==> src/rtl/pc_seq_pkg.sv <==
// -----------------------------------------------------------------------------
// pc_seq_pkg
// Shared definitions for the program-counter sequencer.
//   state_t      : sequencer states (RUN, ISR, FAULT)
//   DEF_AW       : default program-address width
//   DEF_IRQ_VEC  : default interrupt entry address
// -----------------------------------------------------------------------------
package pc_seq_pkg;

    localparam int          DEF_AW      = 16;
    localparam logic [15:0] DEF_IRQ_VEC = 16'h0004;

    typedef enum logic [1:0] {
        ST_RUN   = 2'd0,
        ST_ISR   = 2'd1,
        ST_FAULT = 2'd2
    } state_t;

endpackage

==> src/rtl/pc_seq_ret_stack.sv <==
// -----------------------------------------------------------------------------
// pc_ret_stack
// Return-address stack: DEPTH entries of AW bits, with an occupancy counter.
// Ports:
//   clk, rst   : clock, asynchronous active-high reset (clears occupancy only)
//   i_push     : write i_data at index sp, sp+1 (ignored when full)
//   i_pop      : sp-1 (ignored when empty); o_top shows the entry being popped
//   i_data     : value to push
//   o_top      : entry at index sp-1 (don't-care when empty)
//   o_sp       : occupancy 0..DEPTH
//   o_full     : sp == DEPTH
//   o_empty    : sp == 0
// The entry array is deliberately not reset: only entries below sp carry
// meaning, so clearing sp is enough to discard the whole stack.
// -----------------------------------------------------------------------------
module pc_ret_stack #(
    parameter int AW    = 16,
    parameter int DEPTH = 8
) (
    input  logic                   clk,
    input  logic                   rst,
    input  logic                   i_push,
    input  logic                   i_pop,
    input  logic [AW-1:0]          i_data,
    output logic [AW-1:0]          o_top,
    output logic [$clog2(DEPTH):0] o_sp,
    output logic                   o_full,
    output logic                   o_empty
);

    localparam int         IW      = $clog2(DEPTH);
    localparam logic [IW:0] SP_ONE  = (IW+1)'(1);
    localparam logic [IW:0] SP_FULL = (IW+1)'(DEPTH);

    logic [AW-1:0] r_mem [DEPTH];
    logic [IW:0]   r_sp;
    logic [IW-1:0] w_wr_idx;
    logic [IW-1:0] w_top_idx;
    logic          w_do_push;
    logic          w_do_pop;

    // DEPTH is a power of two, so the low bits of sp address the array
    // directly; when full they wrap to 0, which is never written (push is
    // blocked) and the top index wraps correctly to DEPTH-1.
    assign w_wr_idx  = r_sp[IW-1:0];
    assign w_top_idx = r_sp[IW-1:0] - IW'(1);

    assign o_full    = (r_sp == SP_FULL);
    assign o_empty   = (r_sp == '0);
    assign w_do_push = i_push && !o_full;
    assign w_do_pop  = i_pop && !o_empty && !i_push;

    always_ff @(posedge clk) begin
        if (w_do_push) begin
            r_mem[w_wr_idx] <= i_data;
        end
    end

    always_ff @(posedge clk or posedge rst) begin
        if (rst) begin
            r_sp <= '0;
        end else if (w_do_push) begin
            r_sp <= r_sp + SP_ONE;
        end else if (w_do_pop) begin
            r_sp <= r_sp - SP_ONE;
        end
    end

    assign o_top = r_mem[w_top_idx];
    assign o_sp  = r_sp;

endmodule

==> src/rtl/pc_seq.sv <==
// -----------------------------------------------------------------------------
// pc_seq
// Program-counter sequencer with a return stack and an optional interrupt.
// Optional feature macro: PC_SEQ_IRQ_EN (adds the irq port and the ISR state).
// Ports:
//   clk     : clock, all state updates on the rising edge
//   rst     : asynchronous active-high reset (pc=0, sp=0, state RUN)
//   stall   : hold everything; requests in a stalled cycle are dropped
//   bra     : load pc from target
//   call    : push pc+1, load pc from target
//   ret     : pop the stack into pc
//   target  : branch/call destination
//   irq     : level interrupt request (PC_SEQ_IRQ_EN only)
//   pc      : current program address
//   sp      : stack occupancy 0..DEPTH
//   fault   : high in FAULT (left only by rst)
//   in_isr  : high in ISR (tied 0 without PC_SEQ_IRQ_EN)
// Priority per active cycle: irq entry > ret > call > bra > pc+1.
// -----------------------------------------------------------------------------
module pc_seq
    import pc_seq_pkg::*;
#(
    parameter int            AW      = DEF_AW,
    parameter int            DEPTH   = 8,
    parameter logic [AW-1:0] IRQ_VEC = AW'(DEF_IRQ_VEC)
) (
    input  logic                   clk,
    input  logic                   rst,
    input  logic                   stall,
    input  logic                   bra,
    input  logic                   call,
    input  logic                   ret,
    input  logic [AW-1:0]          target,
`ifdef PC_SEQ_IRQ_EN
    input  logic                   irq,
`endif
    output logic [AW-1:0]          pc,
    output logic [$clog2(DEPTH):0] sp,
    output logic                   fault,
    output logic                   in_isr
);

    state_t                 r_state;
    state_t                 w_state_next;
    logic [AW-1:0]          r_pc;
    logic [AW-1:0]          w_pc_next;
    logic [AW-1:0]          w_pc_inc;
    logic [AW-1:0]          w_push_data;
    logic [AW-1:0]          w_top;
    logic                   w_push;
    logic                   w_pop;
    logic                   w_full;
    logic                   w_empty;
    logic                   w_irq_take;
    logic [$clog2(DEPTH):0] w_sp;

    assign w_pc_inc = r_pc + AW'(1);

    // Interrupt entry is only possible from RUN: no nesting inside ISR.
`ifdef PC_SEQ_IRQ_EN
    assign w_irq_take = irq && (r_state == ST_RUN);
`else
    assign w_irq_take = 1'b0;
`endif

    pc_ret_stack #(
        .AW    (AW),
        .DEPTH (DEPTH)
    ) u_stack (
        .clk     (clk),
        .rst     (rst),
        .i_push  (w_push),
        .i_pop   (w_pop),
        .i_data  (w_push_data),
        .o_top   (w_top),
        .o_sp    (w_sp),
        .o_full  (w_full),
        .o_empty (w_empty)
    );

    always_ff @(posedge clk or posedge rst) begin
        if (rst) begin
            r_state <= ST_RUN;
            r_pc    <= '0;
        end else begin
            r_state <= w_state_next;
            r_pc    <= w_pc_next;
        end
    end

    always_comb begin
        w_state_next = r_state;
        w_pc_next    = r_pc;
        w_push       = 1'b0;
        w_pop        = 1'b0;
        w_push_data  = w_pc_inc;

        if (!stall && (r_state != ST_FAULT)) begin
            if (w_irq_take) begin
                // Push the pre-empted address itself so ret resumes it.
                if (w_full) begin
                    w_state_next = ST_FAULT;
                end else begin
                    w_push       = 1'b1;
                    w_push_data  = r_pc;
                    w_pc_next    = IRQ_VEC;
                    w_state_next = ST_ISR;
                end
            end else if (ret) begin
                if (w_empty) begin
                    w_state_next = ST_FAULT;
                end else begin
                    w_pop     = 1'b1;
                    w_pc_next = w_top;
                    if (r_state == ST_ISR) begin
                        w_state_next = ST_RUN;
                    end
                end
            end else if (call) begin
                if (w_full) begin
                    w_state_next = ST_FAULT;
                end else begin
                    w_push    = 1'b1;
                    w_pc_next = target;
                end
            end else if (bra) begin
                w_pc_next = target;
            end else begin
                w_pc_next = w_pc_inc;
            end
        end
    end

    assign pc    = r_pc;
    assign sp    = w_sp;
    assign fault = (r_state == ST_FAULT);

`ifdef PC_SEQ_IRQ_EN
    assign in_isr = (r_state == ST_ISR);
`else
    assign in_isr = 1'b0;
`endif

endmodule

==> config.mk <==
export PLATFORM = sky130hd
export DESIGN_NAME = pc_seq
export DESIGN_NICKNAME = d
export VERILOG_FILES = /design/src/rtl/pc_seq_pkg.sv /design/src/rtl/pc_seq_ret_stack.sv /design/src/rtl/pc_seq.sv
export SDC_FILE = /design/constraint.sdc
export NUM_CORES = 1
export LEC_CHECK = 0
export ABC_AREA = 1
export BUFFER_PORTS_ARGS = -buffer_cell sky130_fd_sc_hd__buf_2
export CORE_UTILIZATION = 45
export CTS_CLUSTER_DIAMETER = 120
export DETAILED_ROUTE_END_ITERATION = 7
export GPL_TIMING_DRIVEN = 1
export HOLD_SLACK_MARGIN = 0.03
export PLACE_DENSITY_LB_ADDON = 0.15
export SYNTH_ARGS = -nofsm -noshare
export SYNTH_HDL_FRONTEND = slang
export SYNTH_SLANG_ARGS = --single-unit
==> constraint.sdc <==
create_clock -name clk -period 3.19 [get_ports clk]
set_clock_uncertainty 0.15 [all_clocks]
set_input_delay 0.4785 -clock clk [delete_from_list [all_inputs] [get_ports clk]]
set_output_delay 0.4785 -clock clk [all_outputs]
set_load 0.005 [all_outputs]
---- Yosys cells after proc, flatten, opt, wreduce, memory -nomap -nowiden ----
Memories as Yosys holds them, arrays and structs flattened.
Cells that the tools add are included.
storage, ports and cells
  register bits ........................... 22
  memory bits (writable) .................. 128
  bits of input ports ..................... 22
  output and inout bits ................... 22
  word-level logic and storage cells ...... 50
  memories ................................ 1
cells by class
  $add $sub $neg .......................... 4
  equal/unequal tests ..................... 7
  multiplexer cells ....................... 21
  reduce and logical (&&, ||, !) cells .... 14
memory list
  name           words  bits a word  read ports  clocked after memory_dff  wr ports  line                    source
  u_stack.r_mem  8      16           1           0                         1         pc_seq_ret_stack.sv:35  logic [AW-1:0] r_mem [DEPTH];
operator list
  operator                                                number
  two-way mux 16 bit                                      5
  adder 16 x 1 -> 16 bit (second input constant)          1
  two-way mux 2 bit                                       5
  two-way mux 1 bit                                       9
  two-way mux 4 bit                                       2
  nonzero test 2 bit                                      3
  adder 4 x 1 -> 4 bit (second input constant)            1
  equality test 4 bit (second input constant)             1
  logical AND 1 bit                                       4
  zero test 1 bit                                         4
  zero test 4 bit                                         1
  inequality test 2 bit (second input constant)           2
  AND reduction 4 bit                                     1
  subtractor 4 x 1 -> 4 bit (second input constant)       1
  inequality test 3 x 1 -> 1 bit (second input constant)  1
  inequality test 3 bit (second input constant)           1
  AND reduction 3 bit                                     1
  subtractor 3 x 1 -> 3 bit (second input constant)       1
  equality test 2 x 1 -> 1 bit (second input constant)    1
  equality test 2 bit (second input constant)             1

---- Longest topological paths before layout ----
  depth in word-level cells ............... 9
  gate-level depth with buffers ........... 14
  gate-level depth less buffers ........... 12

---- By module ----
Synthesis repeated with hierarchy kept, for this count alone.
unflattened totals
  cells, all modules ...................... 704
  area total of the unflattened synthesis .. 6869.1 um^2
by module, submodules not included
  module        instances  cells an instance  area an instance (um^2)
  pc_ret_stack  1          469                5429.0
  pc_seq        1          235                1440.1

---- Worst setup path after synthesis ----
Ideal clock, no wire load.
  kind .................................... register -> register
  start point ............................. reg u_stack.r_sp[0] (netlist: u_stack.o_sp[0])
  end point ............................... mem u_stack.r_mem[0][0], enable pin
  library setup time ...................... 0.409 ns
  arrival time ............................ 2.759 ns
  data required time ...................... 2.631 ns
  setup slack ............................. -0.129 ns
  stages on the path, launching flop included .. 10
  buffers on the path ..................... 2
  period minus slack after synthesis ...... 3.319 ns
  path through ............................ dfrtp_1 -> inv_1 -> buf_2 -> buf_2 -> ha_1 -> nand3_1 -> nand2_1 -> nor2_1 -> nand2_1 -> nor3_1
between the ends
  word-level cells in the longest chain between the ends .. 8
  elaborated cells between the ends (all ways) .. 9
ends and longest elaborated chain
  item                                     line                    source
  start: declaration                       pc_seq_ret_stack.sv:36  logic [IW:0] r_sp;
  start signal: assignment                 pc_seq_ret_stack.sv:63  r_sp <= r_sp + SP_ONE;
  start signal: assignment                 pc_seq_ret_stack.sv:65  r_sp <= r_sp - SP_ONE;
  equality test 4 bit                      pc_seq_ret_stack.sv:48  assign o_full = (r_sp == SP_FULL);
  two-way mux 1 bit                        pc_seq.sv:120           if (w_full) begin
  two-way mux 1 bit                        pc_seq.sv:119           end else if (call) begin
  two-way mux 1 bit                        pc_seq.sv:109           end else if (ret) begin
  two-way mux 1 bit                        pc_seq.sv:98            if (!stall && (r_state != ST_FAULT)) begin
  logical AND 1 bit                        pc_seq_ret_stack.sv:50  assign w_do_push = i_push && !o_full;
  two-way mux 1 bit                        pc_seq_ret_stack.sv:54  if (w_do_push) begin
  two-way mux 1 bit (implied by the code)  pc_seq_ret_stack.sv:55  r_mem[w_wr_idx] <= i_data;
  end: declaration                         pc_seq_ret_stack.sv:35
Several ways; a longest one is shown, not always the timed one.

---- Worst setup path in the final report ----
  start point ............................. reg u_stack.r_sp[1] (netlist: u_stack.o_sp[1])
  end point ............................... reg r_pc[0] (netlist: pc[0])
between the ends
  word-level cells in the longest chain between the ends .. 4
  elaborated cells between the ends (all ways) .. 9
ends and longest elaborated chain
  item                       line                    source
  subtractor 3 x 1 -> 3 bit  pc_seq_ret_stack.sv:46  assign w_top_idx = r_sp[IW-1:0] - IW'(1);
  memory read (8 x 16 bit)   -
  two-way mux 16 bit         pc_seq.sv:110           if (w_empty) begin
  two-way mux 16 bit         pc_seq.sv:109
  end signal: assignment     pc_seq.sv:87            r_pc <= w_pc_next;
  end: declaration           pc_seq.sv:45            logic [AW-1:0] r_pc;
Several ways; a longest one is shown, not always the timed one. The select of a mux whose other input is x is not followed.
A chain may end at the register's enable or synchronous reset.

==> impl_metrics.env <==
export IMPL_yosysSeqAreaShare_pct=64.62
export IMPL_die_area_um2=15520
export IMPL_rsz0062_at_grt="no"
export IMPL_final_common_cell="nor2_1"
export IMPL_required_ns=3.38
export IMPL_cts_resized=0
export IMPL_yosys_register_bits=149
export IMPL_maxCapViolCount=0
export IMPL_synth_nets=693
export IMPL_power_mw=4.147
export IMPL_synth_cells=666
export IMPL_drive_gt1_share_pct=14.27
export IMPL_post_route_period_util_pct=82.52
export IMPL_die_w_um=124.6
export IMPL_power_density_nw_per_um2=532.7
export IMPL_hp_class="input pin to async pin"
export IMPL_finalInstanceArea_um2=7786
export IMPL_grt_first_pass_wirelength_mm=28.32
export IMPL_start_util_pct=46.35
export IMPL_ys_warnings_count=0
export IMPL_ctsHoldBuffers=0
export IMPL_cts_tree="done"
export IMPL_drcViolationCount=0
export IMPL_grtUsageTotal_pct=24.55
export IMPL_ant_nets=0
export IMPL_insertion_delay_ns=0.42
export IMPL_grt_overflow_total=0
export IMPL_place_congestion=0.8553
export IMPL_area_growth_pct=15.16
export IMPL_min_period_ns=2.633
export IMPL_routed_wl_met2_mm=8.782
export IMPL_clockBufferDepth=2
export IMPL_fmax_mhz=379.9
export IMPL_cts_buffers_inserted=17
export IMPL_clockRootBuffer="clkbuf_16"
export IMPL_cp_arrival_ns=2.82
export IMPL_reg2reg_setup_slack_ns=0.56
export IMPL_startpoint_type="register"
export IMPL_grt_pass1_vias=5075
export IMPL_dpl_hpwl_mm=11.48
export IMPL_drt_pass1_iterations=5
export IMPL_cts_setup_buffers=0
export IMPL_setup_viol=0
export IMPL_port_buffers=42
export IMPL_nFillCells=1277
export IMPL_maxUsedRoutingLayer="met4"
export IMPL_layout_common_cells="nor2_1 (147), edfxtp_1 (128), nand2_1 (119), o21ai_0 (72), nand3_1 (47)"
export IMPL_via_per_inst=5.571
export IMPL_drt_met1_wl_mm=7.564
export IMPL_die_y_um=124.6
export IMPL_end_kind="register"
export IMPL_path_class="register to register"
export IMPL_nets=743
export IMPL_dpl_cell_count=881
export IMPL_rows=44
export IMPL_vias=5086
export IMPL_wl_mm=18.15
export IMPL_synth_cell_types=31
export IMPL_whs_ns=0.1135
export IMPL_worst_pin_slew_ns=0.9593
export IMPL_diodes=0
export IMPL_ir_worst_vdd_mv=0.4135
export IMPL_syn_area_per_cell_um2=10.15
export IMPL_grt_max_degree=70
export IMPL_crit_fanout=23
export IMPL_wl_per_cell_um=19.88
export IMPL_cts_clk_slew_worst_paths_ns=0.06
export IMPL_finalNonFillerCells=913
export IMPL_slew_viol_final=0
export IMPL_grt_antenna_before_repair=0
export IMPL_h_tree_depth=4
export IMPL_wl_met3_mm=1.353
export IMPL_setup_slack_ns=0.5575
export IMPL_coreArea_um2=14590
export IMPL_placed_area_um2=7203
export IMPL_hold_violations=0
export IMPL_clock_sinks=149
export IMPL_place_ws_ns=0.5887
export IMPL_initialDrtViolationCount=449
export IMPL_synth_area_um2=6761
export IMPL_max_slew_margin_rel_pct=35.98
export IMPL_leakage_nw=3.206
export IMPL_outcome="finished clean"
export IMPL_ios=44
worst paths after layout:
path	start	end	cells after the start
max in group asynchronous	rst	u_stack.o_sp[0]$_DFFE_PP0P_	2
hold reg to reg	r_state[1]$_DFFE_PP0P_	r_state[1]$_DFFE_PP0P_	2
min in group clk	stall	r_state[1]$_DFFE_PP0P_	4
setup reg to reg	u_stack.o_sp[1]$_DFFE_PP0P_	pc[0]$_DFFE_PP0P_	7
hold / removal	rst	pc[3]$_DFFE_PP0P_	2
setup / recovery	u_stack.o_sp[1]$_DFFE_PP0P_	pc[0]$_DFFE_PP0P_	7
Yosys cell counts:
master	number	area share, %
inv_2	1	0.055
nor2_2	2	0.19
buf_4	4	0.44
buf_2	16	1.2
nor2_1	148	8.2
nand3_1	47	3.5
inv_1	37	2.1
nand4_1	5	0.46
xnor2_2	1	0.24
o211ai_1	20	2.2
fa_1	1	0.30
buf_6	2	0.33
a21boi_1	3	0.33
nand2_1	119	6.6
nand3b_1	1	0.11
clkbuf_1	8	0.44
a21oi_1	6	0.44
o21ai_0	72	5.3
buf_1	2	0.11
xor2_2	1	0.24
conb_1	1	0.055
o21ai_1	1	0.074
edfxtp_1	128	57
xnor2_1	3	0.39
nor3_1	2	0.15
ha_1	4	0.74
o21a_1	2	0.22
or2_2	2	0.19
dfrtp_1	21	7.8
o21ai_2	1	0.13
xor2_1	5	0.65
critical path, stage by stage (launching register included):
cell	delay, ns
dfrtp_1	0.52
inv_1	0.14
ha_1	0.63
buf_4	0.39
o21ai_0	0.13
o211ai_1	0.24
nand3_1	0.16
a21boi_1	0.17
where the power goes:
part | switching [mW] | internal, mW
clock network | 0.799 | 1.19
registers | 0 | 2.09
logic | 0.0433 | 0.0223
total | 0.843 | 3.30
per-layer routing:
metal / track usage (%) / up-vias
li1: - / 2366
met1: 31.92 / 2467
met2: 39.62 / 217
met3: 5.584 / 36
met4: 10.28 / 0
met5: 0 / -
final cells by class:
cell class | instances | area (um2) | share of cell area (%)
flip-flops and latches | 149 | 4370 | 56.13
clock buffers | 21 | 460.4 | 5.914
clock inverters | 11 | 122.6 | 1.575
multi-input cells | 447 | 2092 | 26.87
repair buffers | 63 | 367.9 | 4.724
well taps | 184 | 230.2 | 2.957
inverters | 38 | 142.6 | 1.832
per-stage QoR:
stage | util, % | TNS (ns)
after detailed placement | 49.37 | 0
after global placement | 49.37 | 0
final | 53.37 | 0
after floorplan | - | -4.119
after CTS | 53.37 | 0
after global routing | 53.37 | 0
state kept, by name (all words and copies together), names as in the netlist:
| signal | flops |
|---|---|
| u_stack.o_sp | 4 |
| u_stack.r_mem | 128 |
| pc | 16 |
| r_state | 1 |
logic make-up after synthesis:
| kind of cell | after synthesis | synth area share (%) |
|---|---|---|
| AO/OA/AOI/OAI | 105 | 8.753 |
| XOR/XNOR | 10 | 1.518 |
| adder cells (fa/ha/maj) | 5 | 1.036 |
| buffers and inverters | 70 | 4.626 |
| flip-flops | 149 | 64.62 |
| other | 1 | 0.05546 |
| AND/OR/NAND/NOR | 326 | 19.39 |
No activity file was read; power rests on OpenSTA's default activity.
